--- config.mk ---
export PLATFORM = sky130hd
export DESIGN_NAME = decode_pipe
export DESIGN_NICKNAME = d
export VERILOG_FILES = /design/src/rtl/decode_pipe.sv
export SDC_FILE = /design/constraint.sdc
export NUM_CORES = 1
export LEC_CHECK = 0
export ABC_AREA = 1
export ABC_CLOCK_PERIOD_IN_PS = 2200
export BUFFER_PORTS_ARGS = -buffer_cell sky130_fd_sc_hd__buf_2
export CELL_PAD_IN_SITES_DETAIL_PLACEMENT = 0
export CELL_PAD_IN_SITES_GLOBAL_PLACEMENT = 2
export CORE_UTILIZATION = 26
export CTS_BUF_LIST = sky130_fd_sc_hd__clkbuf_2
export DETAILED_ROUTE_END_ITERATION = 10
export MAX_ROUTING_LAYER = met4
export PLACE_DENSITY = 0.84
export SLEW_MARGIN = 25
export SYNTH_ARGS = -nofsm -noshare
export SYNTH_HDL_FRONTEND = slang
export SYNTH_SLANG_ARGS = --single-unit
--- constraint.sdc ---
create_clock -name clock -period 2.2 [get_ports clock]
set_input_delay 0.33 -clock clock [delete_from_list [all_inputs] [get_ports clock]]
set_output_delay 0.33 -clock clock [all_outputs]
set_load 0.05 [all_outputs]
--- src/rtl/decode_pipe.sv ---
`default_nettype none
// ============================================================================
// Module   : decode_pipe
// Purpose  : Pipelined RV32I decode stage. Holds one decoded instruction
//            between fetch and execute with valid/ready handshakes on both
//            sides, detects load-use hazards, honours flushes, redirects
//            fetch early on JAL and keeps saturating stall/flush counters.
// Ports    : clock, reset                      - clock, sync active-high reset
//            in_valid/in_ready/in_PC/
//            in_instruction                    - fetch side handshake
//            flush                             - kill stage contents
//            ex_valid/ex_is_load/ex_rd         - load currently in execute
//            out_valid/out_ready               - execute side handshake
//            PC, read_sel1/2, write_sel, wEn, mem_wEn, wb_sel, branch_op,
//            op_B_sel, op_A_sel, ALU_Control,
//            imm32, illegal                    - registered decode bundle
//            redirect/redirect_PC              - one-cycle JAL redirect
//            stall_count/flush_count           - saturating counters
// Revision : 1.0 - initial pipelined release
// ============================================================================
module decode_pipe #(
  parameter int          ADDRESS_BITS = 16,
  parameter int          CNT_BITS     = 16,
  parameter logic [31:0] NOP_INSTR    = 32'h00000013
) (
  input  logic                    clock,
  input  logic                    reset,
  input  logic                    in_valid,
  output logic                    in_ready,
  input  logic [ADDRESS_BITS-1:0] in_PC,
  input  logic [31:0]             in_instruction,
  input  logic                    flush,
  input  logic                    ex_valid,
  input  logic                    ex_is_load,
  input  logic [4:0]              ex_rd,
  output logic                    out_valid,
  input  logic                    out_ready,
  output logic [ADDRESS_BITS-1:0] PC,
  output logic [4:0]              read_sel1,
  output logic [4:0]              read_sel2,
  output logic [4:0]              write_sel,
  output logic                    wEn,
  output logic                    mem_wEn,
  output logic                    wb_sel,
  output logic                    branch_op,
  output logic                    op_B_sel,
  output logic [1:0]              op_A_sel,
  output logic [5:0]              ALU_Control,
  output logic [31:0]             imm32,
  output logic                    illegal,
  output logic                    redirect,
  output logic [ADDRESS_BITS-1:0] redirect_PC,
  output logic [CNT_BITS-1:0]     stall_count,
  output logic [CNT_BITS-1:0]     flush_count
);

  localparam logic [6:0] OPC_OP     = 7'b0110011;
  localparam logic [6:0] OPC_OPIMM  = 7'b0010011;
  localparam logic [6:0] OPC_LOAD   = 7'b0000011;
  localparam logic [6:0] OPC_STORE  = 7'b0100011;
  localparam logic [6:0] OPC_BRANCH = 7'b1100011;
  localparam logic [6:0] OPC_LUI    = 7'b0110111;
  localparam logic [6:0] OPC_AUIPC  = 7'b0010111;
  localparam logic [6:0] OPC_JAL    = 7'b1101111;
  localparam logic [6:0] OPC_JALR   = 7'b1100111;

  // Everything that is registered into the output bundle.
  typedef struct packed {
    logic [4:0]  rs1;
    logic [4:0]  rs2;
    logic [4:0]  rd;
    logic        wen;
    logic        mem_wen;
    logic        wb_sel;
    logic        branch_op;
    logic        op_b_sel;
    logic [1:0]  op_a_sel;
    logic [5:0]  alu_ctrl;
    logic [31:0] imm;
    logic        illegal;
  } fields_t;

  function automatic fields_t decode(input logic [31:0] ins);
    fields_t    d;
    logic [2:0] f3;
    logic [1:0] cls;
    logic       alt;
    d     = '0;
    d.rs1 = ins[19:15];
    d.rs2 = ins[24:20];
    d.rd  = ins[11:7];
    f3    = ins[14:12];
    cls   = 2'b00;
    alt   = 1'b0;
    case (ins[6:0])
      OPC_OP: begin
        alt   = ins[30];
        d.wen = 1'b1;
      end
      OPC_OPIMM: begin
        // Only the shift-right immediates carry an alternate encoding.
        alt        = (f3 == 3'b101) & ins[30];
        d.wen      = 1'b1;
        d.op_b_sel = 1'b1;
        d.imm      = {{20{ins[31]}}, ins[31:20]};
      end
      OPC_LOAD: begin
        cls        = 2'b10;
        f3         = 3'b000;
        d.wen      = 1'b1;
        d.wb_sel   = 1'b1;
        d.op_b_sel = 1'b1;
        d.imm      = {{20{ins[31]}}, ins[31:20]};
      end
      OPC_STORE: begin
        cls        = 2'b10;
        f3         = 3'b000;
        d.mem_wen  = 1'b1;
        d.op_b_sel = 1'b1;
        d.imm      = {{20{ins[31]}}, ins[31:25], ins[11:7]};
      end
      OPC_BRANCH: begin
        cls         = 2'b01;
        d.branch_op = 1'b1;
        d.imm       = {{19{ins[31]}}, ins[31], ins[7], ins[30:25], ins[11:8], 1'b0};
      end
      OPC_LUI: begin
        cls        = 2'b10;
        f3         = 3'b000;
        d.wen      = 1'b1;
        d.op_a_sel = 2'b11;
        d.op_b_sel = 1'b1;
        d.imm      = {ins[31:12], 12'b0};
      end
      OPC_AUIPC: begin
        cls        = 2'b10;
        f3         = 3'b000;
        d.wen      = 1'b1;
        d.op_a_sel = 2'b01;
        d.op_b_sel = 1'b1;
        d.imm      = {ins[31:12], 12'b0};
      end
      OPC_JAL: begin
        cls        = 2'b11;
        d.wen      = 1'b1;
        d.op_a_sel = 2'b01;
        d.op_b_sel = 1'b1;
        d.imm      = {{11{ins[31]}}, ins[31], ins[19:12], ins[20], ins[30:21], 1'b0};
      end
      OPC_JALR: begin
        cls        = 2'b11;
        d.wen      = 1'b1;
        d.op_b_sel = 1'b1;
        d.imm      = {{20{ins[31]}}, ins[31:20]};
      end
      default: begin
        d.illegal = 1'b1;
      end
    endcase
    if (d.rd == 5'd0) begin
      d.wen = 1'b0;
    end
    d.alu_ctrl = {cls, alt, f3};
    return d;
  endfunction

  fields_t in_dec;
  fields_t nop_dec;
  fields_t reset_dec;
  fields_t stage;

  logic                    use_rs1;
  logic                    use_rs2;
  logic                    is_jal;
  logic                    hazard;
  logic                    accept;
  logic [ADDRESS_BITS-1:0] jal_target;
  logic                    out_valid_q;
  logic [ADDRESS_BITS-1:0] pc_q;
  logic                    redirect_q;
  logic [ADDRESS_BITS-1:0] redirect_pc_q;
  logic [CNT_BITS-1:0]     stall_q;
  logic [CNT_BITS-1:0]     flush_q;

  assign in_dec  = decode(in_instruction);
  assign nop_dec = decode(NOP_INSTR);

  // Reset shows the NOP decode but with all control strobes and the
  // immediate cleared, so nothing downstream can mistake it for real work.
  always_comb begin
    reset_dec           = nop_dec;
    reset_dec.wen       = 1'b0;
    reset_dec.mem_wen   = 1'b0;
    reset_dec.wb_sel    = 1'b0;
    reset_dec.branch_op = 1'b0;
    reset_dec.op_b_sel  = 1'b0;
    reset_dec.illegal   = 1'b0;
    reset_dec.imm       = 32'd0;
  end

  // Register usage: only these opcodes can create a load-use dependency.
  always_comb begin
    use_rs1 = 1'b0;
    use_rs2 = 1'b0;
    is_jal  = 1'b0;
    case (in_instruction[6:0])
      OPC_OP, OPC_BRANCH, OPC_STORE: begin
        use_rs1 = 1'b1;
        use_rs2 = 1'b1;
      end
      OPC_OPIMM, OPC_LOAD, OPC_JALR: begin
        use_rs1 = 1'b1;
      end
      OPC_JAL: begin
        is_jal = 1'b1;
      end
      default: begin
        use_rs1 = 1'b0;
      end
    endcase
  end

  assign hazard = in_valid & ex_valid & ex_is_load & (ex_rd != 5'd0) &
                  ((use_rs1 & (in_dec.rs1 == ex_rd)) |
                   (use_rs2 & (in_dec.rs2 == ex_rd)));

  assign in_ready   = ~reset & ~flush & ~hazard & (~out_valid_q | out_ready);
  assign accept     = in_valid & in_ready;
  assign jal_target = in_PC + in_dec.imm[ADDRESS_BITS-1:0];

  // Priority: reset, flush, accept, drain to bubble, hold.
  always_ff @(posedge clock) begin
    if (reset) begin
      out_valid_q   <= 1'b0;
      stage         <= reset_dec;
      pc_q          <= '0;
      redirect_q    <= 1'b0;
      redirect_pc_q <= '0;
    end else begin
      redirect_q <= 1'b0;
      if (flush) begin
        out_valid_q <= 1'b0;
        stage       <= nop_dec;
      end else if (accept) begin
        out_valid_q <= 1'b1;
        stage       <= in_dec;
        pc_q        <= in_PC;
        if (is_jal) begin
          redirect_q    <= 1'b1;
          redirect_pc_q <= jal_target;
        end
      end else if (out_ready) begin
        out_valid_q <= 1'b0;
        stage       <= nop_dec;
      end
    end
  end

  always_ff @(posedge clock) begin
    if (reset) begin
      stall_q <= '0;
      flush_q <= '0;
    end else begin
      if (hazard && (stall_q != '1)) begin
        stall_q <= stall_q + 1'b1;
      end
      if (flush && (flush_q != '1)) begin
        flush_q <= flush_q + 1'b1;
      end
    end
  end

  assign out_valid   = out_valid_q;
  assign PC          = pc_q;
  assign read_sel1   = stage.rs1;
  assign read_sel2   = stage.rs2;
  assign write_sel   = stage.rd;
  assign wEn         = stage.wen;
  assign mem_wEn     = stage.mem_wen;
  assign wb_sel      = stage.wb_sel;
  assign branch_op   = stage.branch_op;
  assign op_B_sel    = stage.op_b_sel;
  assign op_A_sel    = stage.op_a_sel;
  assign ALU_Control = stage.alu_ctrl;
  assign imm32       = stage.imm;
  assign illegal     = stage.illegal;
  assign redirect    = redirect_q;
  assign redirect_PC = redirect_pc_q;
  assign stall_count = stall_q;
  assign flush_count = flush_q;

endmodule
`default_nettype wire

==> metrics.cfg, run 1 <==
[finish]
final_cells = 1646
areaGrowthSynthToFinish_pct = 41.5
post-route-cell-area_um2 = 9740
drive_above_1_share = 0.283
n_fill_cell = 2830
fin_util = 0.375
final_nets = 1374

[route]
routedWlPerCell_um = 15.9
vias = 7731
drt_first_iter_violations = 422
drc_errors = 0
ant_nets = 0
first_pass_iters = 5
finalWirelength_um = 26100
via_per_inst = 4.70

[power_and_ir_drop]
p_sw_frac = 0.323
power_frac_seq = 0.481
powerDensity_nw_per_um2 = 499
ir_drop_v = 0.000275
p_clk_frac = 0.361
power.switching_uw = 1570
intPower_uw = 3290
p_leak_uw = 0.00450
comb_power_share = 0.158

[synth]
synth-seq-cells = 127
synth_top_area_cell = dfxtp_1
synthTopCellsByArea = dfxtp_1, nand3_1, nand2_1
synth_nets = 1082
seq_area_frac_synth = 0.369
async_reset_ff_frac = 0
synth_cell_type_count = 38
syn_avg_cell_area_um2 = 6.86
synthesis.instances = 1004
netlist_top_cells_count = nand2_1, nand3_1, dfxtp_1
synthFlopType = dfxtp_1
synth_edf_count = 0
yosys.area.top_type_share = 0.369
yosysWarnings = 0
synth.cell_area_um2 = 6890

[worst_hold_path]
hp-class = input port to flop
min_to = imm32[28]$_SDFFE_PP0P_
min_from = in_instruction[28]
min_path_cells = 5

[placed_design]
portBuffers = 187
hpwl_um = 20000
dp_cells = 1564
routabilityCongestion = 0.905
postPlaceCellArea_um2 = 8960

[timing]
setup_tns_ns = 0
slew-limit-headroom = 0.526
tightest_slew_ns = 0.711
min_period_ns = 2.12
finalCritPeriodShare = 0.965
fmax_ghz = 0.471
final-setup-viol-count = 0
hold_viol = 0
drv_slew = 0
fin_worst_skew_ns = 0.0259
rsz0062_at_grt = false

[clock_tree]
cts_tree = done
cts_max_path_buffers = 2
numCtsBuffers = 17
htree_num_levels = 4
clkSlewWorstSetupHoldPaths_ns = 0.22
clkLatencyLatePin_ns = 0.72
cts_sinks = 127
cts-root-buf = clkbuf_2

[critical_path]
crit_path_max_fanout = 5
critical_path_arrival_ns = 1.79
r2r-end = flush_count[14]$_SDFFE_PP0P_
worst_ep_required_time_ns = 1.87
reg2reg_depth = 11
endpoint_kind = output port
r2r_slack_ns = 0.30
crit_type = input port to output port
cp-start-kind = input port
r2r-start = flush_count[1]$_SDFFE_PP0P_

[floorplan]
coreArea_um2 = 26000
die_y_um = 165
initial_core_util = 0.265
num_io_pins = 188
num_rows = 59
fp.dieW_um = 165
floorplan.die_area_um2 = 27100

[global_route]
overflow = 0
grt_pass1_wl_um = 39900
antenna_found_initial = 2
grt_use_total = 0.198
first_global_vias = 7359
grt_max_degree = 62

[flow_run]
cap_violations = 0

[run_status]
outcome = complete, no violations

## registers in the layout, summed over array words and instances, names as in the netlist
| register | cells |
|---|---|
| mem_wEn | 1 |
| illegal | 1 |
| read_sel1 | 5 |
| ALU_Control | 6 |
| write_sel | 5 |
| wEn | 1 |
| PC | 16 |
| branch_op | 1 |
| out_valid | 1 |
| wb_sel | 1 |
| redirect_PC | 16 |
| op_B_sel | 1 |
| flush_count | 16 |
| redirect | 1 |
| read_sel2 | 5 |
| stall_count | 16 |
| imm32 | 32 |
| op_A_sel | 2 |
## worst max-delay path by stage
stage                              endpoint  slack [ns]              start
2_1_floorplan  redirect_PC[14]$_SDFFE_PP0P_       -0.05  in_instruction[4]
4_1_cts                            in_ready        0.03  in_instruction[4]
3_3_place_gp   redirect_PC[14]$_SDFFE_PP0P_       -0.48  in_instruction[3]
6_report                           in_ready        0.08              reset
5_1_grt                            in_ready        0.03              reset
3_5_place_dp   redirect_PC[14]$_SDFFE_PP0P_       -0.48  in_instruction[4]
## power by group through the flow
stage / registers, uW / logic [uW] / clock network, uW
floorplan: 2450 / 321 / 0
global placement: 2380 / 701 / 0
detailed placement: 2380 / 699 / 0
CTS: 2340 / 764 / 1810
global route: 2340 / 829 / 1920
finish: 2340 / 767 / 1750
## layout by cell type (no fill, tap or decap), drive strengths merged, types with 2 or more instances in the layout
cell / n
nor3b: 3
nand2: 195
o21a: 2
xor2: 24
xnor2: 10
a21oi: 125
clkbuf: 17
clkinv: 3
nand3: 193
a31oi: 2
nor4: 6
o211ai: 2
o21ai: 30
nor2: 70
nand4: 24
ha: 17
bufinv: 3
buf: 283
dfxtp: 127
o21bai: 3
inv: 104
nor3: 14
dlygate4sd3: 46
diode: 2
## kinds of logic (layout without fill, tap and decap cells)
family,count (synthesis),after routing,synth area share
compound gates,166,166,0.127
xor+xnor,34,34,0.0432
fa+ha+maj,18,18,0.0338
buf+inv,152,457,0.0916
flops,127,127,0.369
other cells,0,2,0
simple gates,507,507,0.336
## final cells by class
type	count	area [um^2]	area share
inverters	96	392	0.0402
repair buffers	329	2190	0.225
well taps	335	419	0.0430
clock inverters	15	196	0.0202
diodes	2	5.00	0.000514
flip-flops and latches	127	2540	0.261
multi-input cells	725	3910	0.402
clock buffers	17	85.1	0.00873
## per-stage QoR
stage	worst slack, ns	hold slack [ns]	power, uW
floorplan	-0.0455	0.490	2770
global placement	-0.482	0.449	3080
detailed placement	-0.480	0.455	3080
CTS	0.0331	0.00142	4910
global route	0.0307	0.0202	5090
finish	0.0764	0.0648	4860
## layer usage
metal,part of all wire,track usage,vias up
li1,-,-,3956
met1,0.47,0.257,3537
met2,0.46,0.312,216
met3,0.054,0.0389,22
met4,0.014,0.0534,0
met5,0,-,-
## worst max-delay path: stages
cell and delay [ns]:
dlygate4sd3_1 0.57, buf_2 0.14, nor2_1 0.16, nand2_1 0.13, a21oi_4 0.25, buf_6 0.21
## timing repair
action                     in CTS  in global routing
pin swaps                       0                  1
hold endpoints to repair       50                  0
buffers inserted                0                  2
hold buffers                   46                  0
setup endpoints to repair       1                  1
gates resized for setup         2                  4
No activity file was read; power rests on OpenSTA's default activity.
==> run 2, diff against run 1 <==
--- a/config.mk
+++ b/config.mk
@@ -7,12 +7,12 @@
 export LEC_CHECK = 0
 export ABC_AREA = 1
 export ABC_CLOCK_PERIOD_IN_PS = 2200
-export BUFFER_PORTS_ARGS = -buffer_cell sky130_fd_sc_hd__buf_2
 export CELL_PAD_IN_SITES_DETAIL_PLACEMENT = 0
 export CELL_PAD_IN_SITES_GLOBAL_PLACEMENT = 2
-export CORE_UTILIZATION = 26
+export CORE_UTILIZATION = 32
 export CTS_BUF_LIST = sky130_fd_sc_hd__clkbuf_2
 export DETAILED_ROUTE_END_ITERATION = 10
+export DONT_BUFFER_PORTS = 1
 export MAX_ROUTING_LAYER = met4
 export PLACE_DENSITY = 0.84
 export SLEW_MARGIN = 25
==> metrics.cfg, run 2 (synthesis results as in run 1) <==
[timing]
tightest_slew_ns = 0.730
final-setup-viol-count = 0
fin_worst_skew_ns = 0.0273
finalCritPeriodShare = 0.973
drv_slew = 0
hold_viol = 0
fmax_ghz = 0.467
rsz0062_at_grt = false
slew-limit-headroom = 0.514
min_period_ns = 2.14

[global_route]
grt_max_degree = 76
grt_pass1_wl_um = 40000
grt_use_total = 0.244
overflow = 0
first_global_vias = 7015
antenna_found_initial = 1

[placed_design]
portBuffers = 0
hpwl_um = 18300
dp_cells = 1334
routabilityCongestion = 0.935

[critical_path]
reg2reg_depth = 11
path_depth = 6
critPathMostFrequentCell = buf_12
cp-start-kind = input port
worst-path-buf-inv = 3
critPathTopFamily = buffers and inverters
endpoint_kind = output port
crit_type = input port to output port
r2r_slack_ns = 0.21
crit_chain = dlygate4sd3_1 > buf_12 > nor2_1 > nand2_1 > a21oi_4 > buf_12
worst_ep_required_time_ns = 1.87
critical_path_arrival_ns = 1.81
cpPeakStageDelay_ns = 0.58
slowest_stage = dlygate4sd3_1
crit_path_max_fanout = 17

[finish]
layout_common_cells = nand3_1, nand2_1, dfxtp_1, a21oi_1, buf_4
n_fill_cell = 2233
largest_reg_flops = 32
areaGrowthSynthToFinish_pct = 31.6
mostFrequentLayoutCell = nand3_1
final_nets = 1219
final_cells = 1431
drive_above_1_share = 0.176

[power_and_ir_drop]
power.switching_uw = 1410
power_frac_seq = 0.507
powerDensity_nw_per_um2 = 522
comb_power_share = 0.132
p_sw_frac = 0.298
p_total_uw = 4730
p_clk_frac = 0.361
intPower_uw = 3320
ir_drop_v = 0.000279
p_leak_uw = 0.00375

[clock_tree]
htree_num_levels = 4
cts-root-buf = clkbuf_2
cts_tree = done
cts_max_path_buffers = 2
cts_sinks = 127
numCtsBuffers = 17
clkLatencyLatePin_ns = 0.72
clkSlewWorstSetupHoldPaths_ns = 0.17

[route]
drt_first_iter_violations = 443
vias = 7234
routedWlPerCell_um = 18.1
via_per_inst = 5.06
ant_nets = 0
first_pass_iters = 7
finalWirelength_um = 25900
drc_errors = 0

[floorplan]
die_y_um = 149
coreArea_um2 = 21100
initial_core_util = 0.327
floorplan.die_area_um2 = 22100
num_rows = 53
fp.dieW_um = 149
num_io_pins = 188

[flow_run]
cap_violations = 0

[worst_hold_path]
min_path_cells = 5
hp-class = input port to flop

[run_status]
outcome = complete, no violations

==> run 2: final timing paths <==
kind | start | endpoint
setup reg to reg | flush_count[0]$_SDFFE_PP0P_ | flush_count[14]$_SDFFE_PP0P_
hold / removal | in_instruction[28] | imm32[8]$_SDFFE_PP0P_
hold reg to reg | flush_count[8]$_SDFFE_PP0P_ | flush_count[8]$_SDFFE_PP0P_
setup / recovery | reset | in_ready
==> run 2: cell type report <==
class,count,area (um^2),area share
Multi-Input combinational cell,725,3910,0.432
Sequential cell,127,2540,0.280
Timing Repair Buffer,174,1590,0.175
Inverter,96,392,0.0432
Tap cell,275,344,0.0380
Clock inverter,15,195,0.0215
Clock buffer,17,85.1,0.00939
Antenna cell,2,5.00,0.000552
==> run 2: timing repair <==
action                                  4_1_cts  5_1_grt
endpoints found under the setup margin        0        3
hold buffers                                 61        0
endpoints found under the hold margin       124        0
gates resized for setup                       0        3
buffers inserted                              0        1
==> run 2: metal layers <==
metal	vias up	track usage	wire, um
met5	-	-	0
met4	0	0.0753	437
met3	28	0.0681	2150
met2	205	0.371	11800
met1	3349	0.312	11500
li1	3652	-	-
==> run 2: power by group through the flow <==
stage | Clock (uW) | Sequential (uW) | Combinational, uW
finish | 1710 | 2400 | 625
global route | 1870 | 2400 | 677
CTS | 1780 | 2400 | 613
detailed placement | 0 | 2450 | 460
global placement | 0 | 2440 | 462
floorplan | 0 | 2450 | 321
==> run 2: through the flow <==
stage,hold slack [ns],setup WS (ns),area [um^2],TNS [ns],util
floorplan,0.490,-0.0455,7100,-0.139,-
global placement,0.404,-0.384,8090,-3.10,0.383
detailed placement,0.409,-0.383,8090,-3.21,0.383
CTS,0.0209,0.00756,9010,0,0.427
global route,0.0669,0.00629,9060,0,0.430
finish,0.0900,0.0583,9060,0,0.430
==> run 2: worst reg2reg max path, stage by stage, from the launching register on <==
cell and delay [ns]:
dfxtp_1 0.36, ha_1 0.23, nand3_1 0.16, nor3_1 0.07, nand3_1 0.08, nand2_2 0.10
inv_1 0.22, nand2_1 0.18, nor2_1 0.19, nand2_1 0.09, o21ai_0 0.16, a21oi_1 0.06
==> run 3, diff against run 2 <==
==> constraint.sdc (replaced) <==
create_clock -name clock -period 2.2 [get_ports clock]
set_input_delay 0.11 -clock clock [delete_from_list [all_inputs] [get_ports clock]]
set_output_delay 0.11 -clock clock [all_outputs]
set_load 0.05 [all_outputs]
==> metrics.cfg, run 3 (synthesis results as in run 1) <==
[run_status]
outcome = complete, no violations

[critical_path]
cpPeakStageDelay_ns = 0.71
reg2reg_depth = 8
r2r-end = stall_count[1]$_SDFFE_PP0P_
crit_path_max_fanout = 24
crit_chain = dlygate4sd3_1 > xor2_1 > nor2_1 > nand3_1 > nand2_2 > a21oi_4 > buf_12 > buf_4
worst_ep_required_time_ns = 2.09
endpoint_kind = output port
cp-start-kind = input port
slowest_stage = dlygate4sd3_1
critical_path_arrival_ns = 2.00
crit_type = input port to output port
r2r-start = stall_count[7]$_SDFFE_PP0P_
r2r_slack_ns = 0.12

[timing]
slew-limit-headroom = 0.467
finalCritPeriodShare = 0.959
fmax_ghz = 0.474
final.setup.worst_slack_ns = 0.0906
fin_hold_ws_ns = 0.0643
min_period_ns = 2.11
fin_worst_skew_ns = 0.0302
hold_viol = 0
drv_slew = 0
final-setup-viol-count = 0
tightest_slew_ns = 0.799

[finish]
fin_util = 0.443
mostFrequentLayoutCell = nand2_1
post-route-cell-area_um2 = 9340
final_nets = 1265
layout_common_cells = nand2_1, nand3_1, dfxtp_1, a21oi_1, dlygate4sd3_1
areaGrowthSynthToFinish_pct = 35.6
largest_reg_flops = 32
final_cells = 1478
n_fill_cell = 2241
drive_above_1_share = 0.159

[global_route]
antenna_found_initial = 1
first_global_vias = 7128
overflow = 0
grt_max_degree = 63
grt_use_total = 0.234
grt_pass1_wl_um = 39000

[route]
first_pass_iters = 5
via_per_inst = 5.05
drt_first_iter_violations = 415
routedWlPerCell_um = 17.0
finalWirelength_um = 25100
drc_errors = 0
vias = 7467
ant_nets = 0

[floorplan]
fp.dieW_um = 149
initial_core_util = 0.327
floorplan.die_area_um2 = 22100
coreArea_um2 = 21100
die_y_um = 149
num_rows = 53
num_io_pins = 188

[power_and_ir_drop]
power.switching_uw = 1390
comb_power_share = 0.142
powerDensity_nw_per_um2 = 481
intPower_uw = 3100
p_leak_uw = 0.00390
p_sw_frac = 0.311
ir_drop_v = 0.000292
power_frac_seq = 0.534
p_clk_frac = 0.324

[worst_hold_path]
min_to = imm32[9]$_SDFFE_PP0P_
min_path_cells = 7
min_from = in_instruction[3]
hp-class = input port to flop

[clock_tree]
htree_num_levels = 4
numCtsBuffers = 17
clkSlewWorstSetupHoldPaths_ns = 0.18
cts_max_path_buffers = 2
cts-root-buf = clkbuf_2
cts_sinks = 127
clkLatencyLatePin_ns = 0.73
cts_tree = done

[placed_design]
portBuffers = 0
dp_cells = 1329
hpwl_um = 17400
postPlaceCellArea_um2 = 7810
routabilityCongestion = 0.910
place_ws_ns = -0.285

[flow_run]
cap_violations = 0

## run 3: worst max path at each step
stage,depth (start not counted),slack (ns),endpoint,from
floorplan,18,0.02,redirect_PC[14]$_SDFFE_PP0P_,in_instruction[1]
global placement,17,-0.24,redirect_PC[11]$_SDFFE_PP0P_,in_instruction[1]
detailed placement,19,-0.29,redirect_PC[15]$_SDFFE_PP0P_,in_instruction[1]
CTS,20,0.007,redirect_PC[15]$_SDFFE_PP0P_,in_instruction[1]
global route,21,-0.06,redirect_PC[15]$_SDFFE_PP0P_,in_instruction[3]
finish,8,0.09,in_ready,in_instruction[21]
## run 3: repair_timing
action,CTS,global route
hold buffers,106,4
setup buffers,0,4
resized for setup,0,40
hold endpoints to repair,127,4
setup endpoints to repair,0,13
## run 3: routing by layer
layer,GRT usage,vias to the layer above,part of all wire
li1,-,3742,-
met1,0.304,3460,0.45
met2,0.353,235,0.46
met3,0.0586,30,0.077
met4,0.0784,0,0.017
met5,-,-,0
## run 3: final cells by class
type                            instances  area, um^2  share of cell area
Multi-Input combinational cell        725        3810               0.408
Sequential cell                       127        2550               0.273
Timing Repair Buffer                  220        2050               0.219
Inverter                               96         360              0.0386
Tap cell                              275         344              0.0369
Clock inverter                         13         123              0.0131
Clock buffer                           19        95.1              0.0102
Antenna cell                            3        7.51            0.000804
## run 3: critical path: cells and delay by family
kind | cells | cell delay, ns
buf+inv | 3 | 1.12
simple gates | 3 | 0.34
compound gates | 1 | 0.25
xor+xnor | 1 | 0.17
## run 3: power groups by stage
| stage | combinational (uW) | clock (uW) | sequential, uW |
|---|---|---|---|
| detailed placement | 421 | 0 | 2440 |
| floorplan | 298 | 0 | 2450 |
| global route | 693 | 1600 | 2400 |
| global placement | 419 | 0 | 2440 |
| CTS | 621 | 1500 | 2400 |
| finish | 639 | 1450 | 2400 |
## run 3: through the flow
stage / setup TNS [ns] / power (uW)
after floorplan: 0 / 2750
after detailed placement: -2.84 / 2860
after CTS: 0 / 4520
after global placement: -2.11 / 2860
after global routing: -0.0823 / 4700
final: 0 / 4490
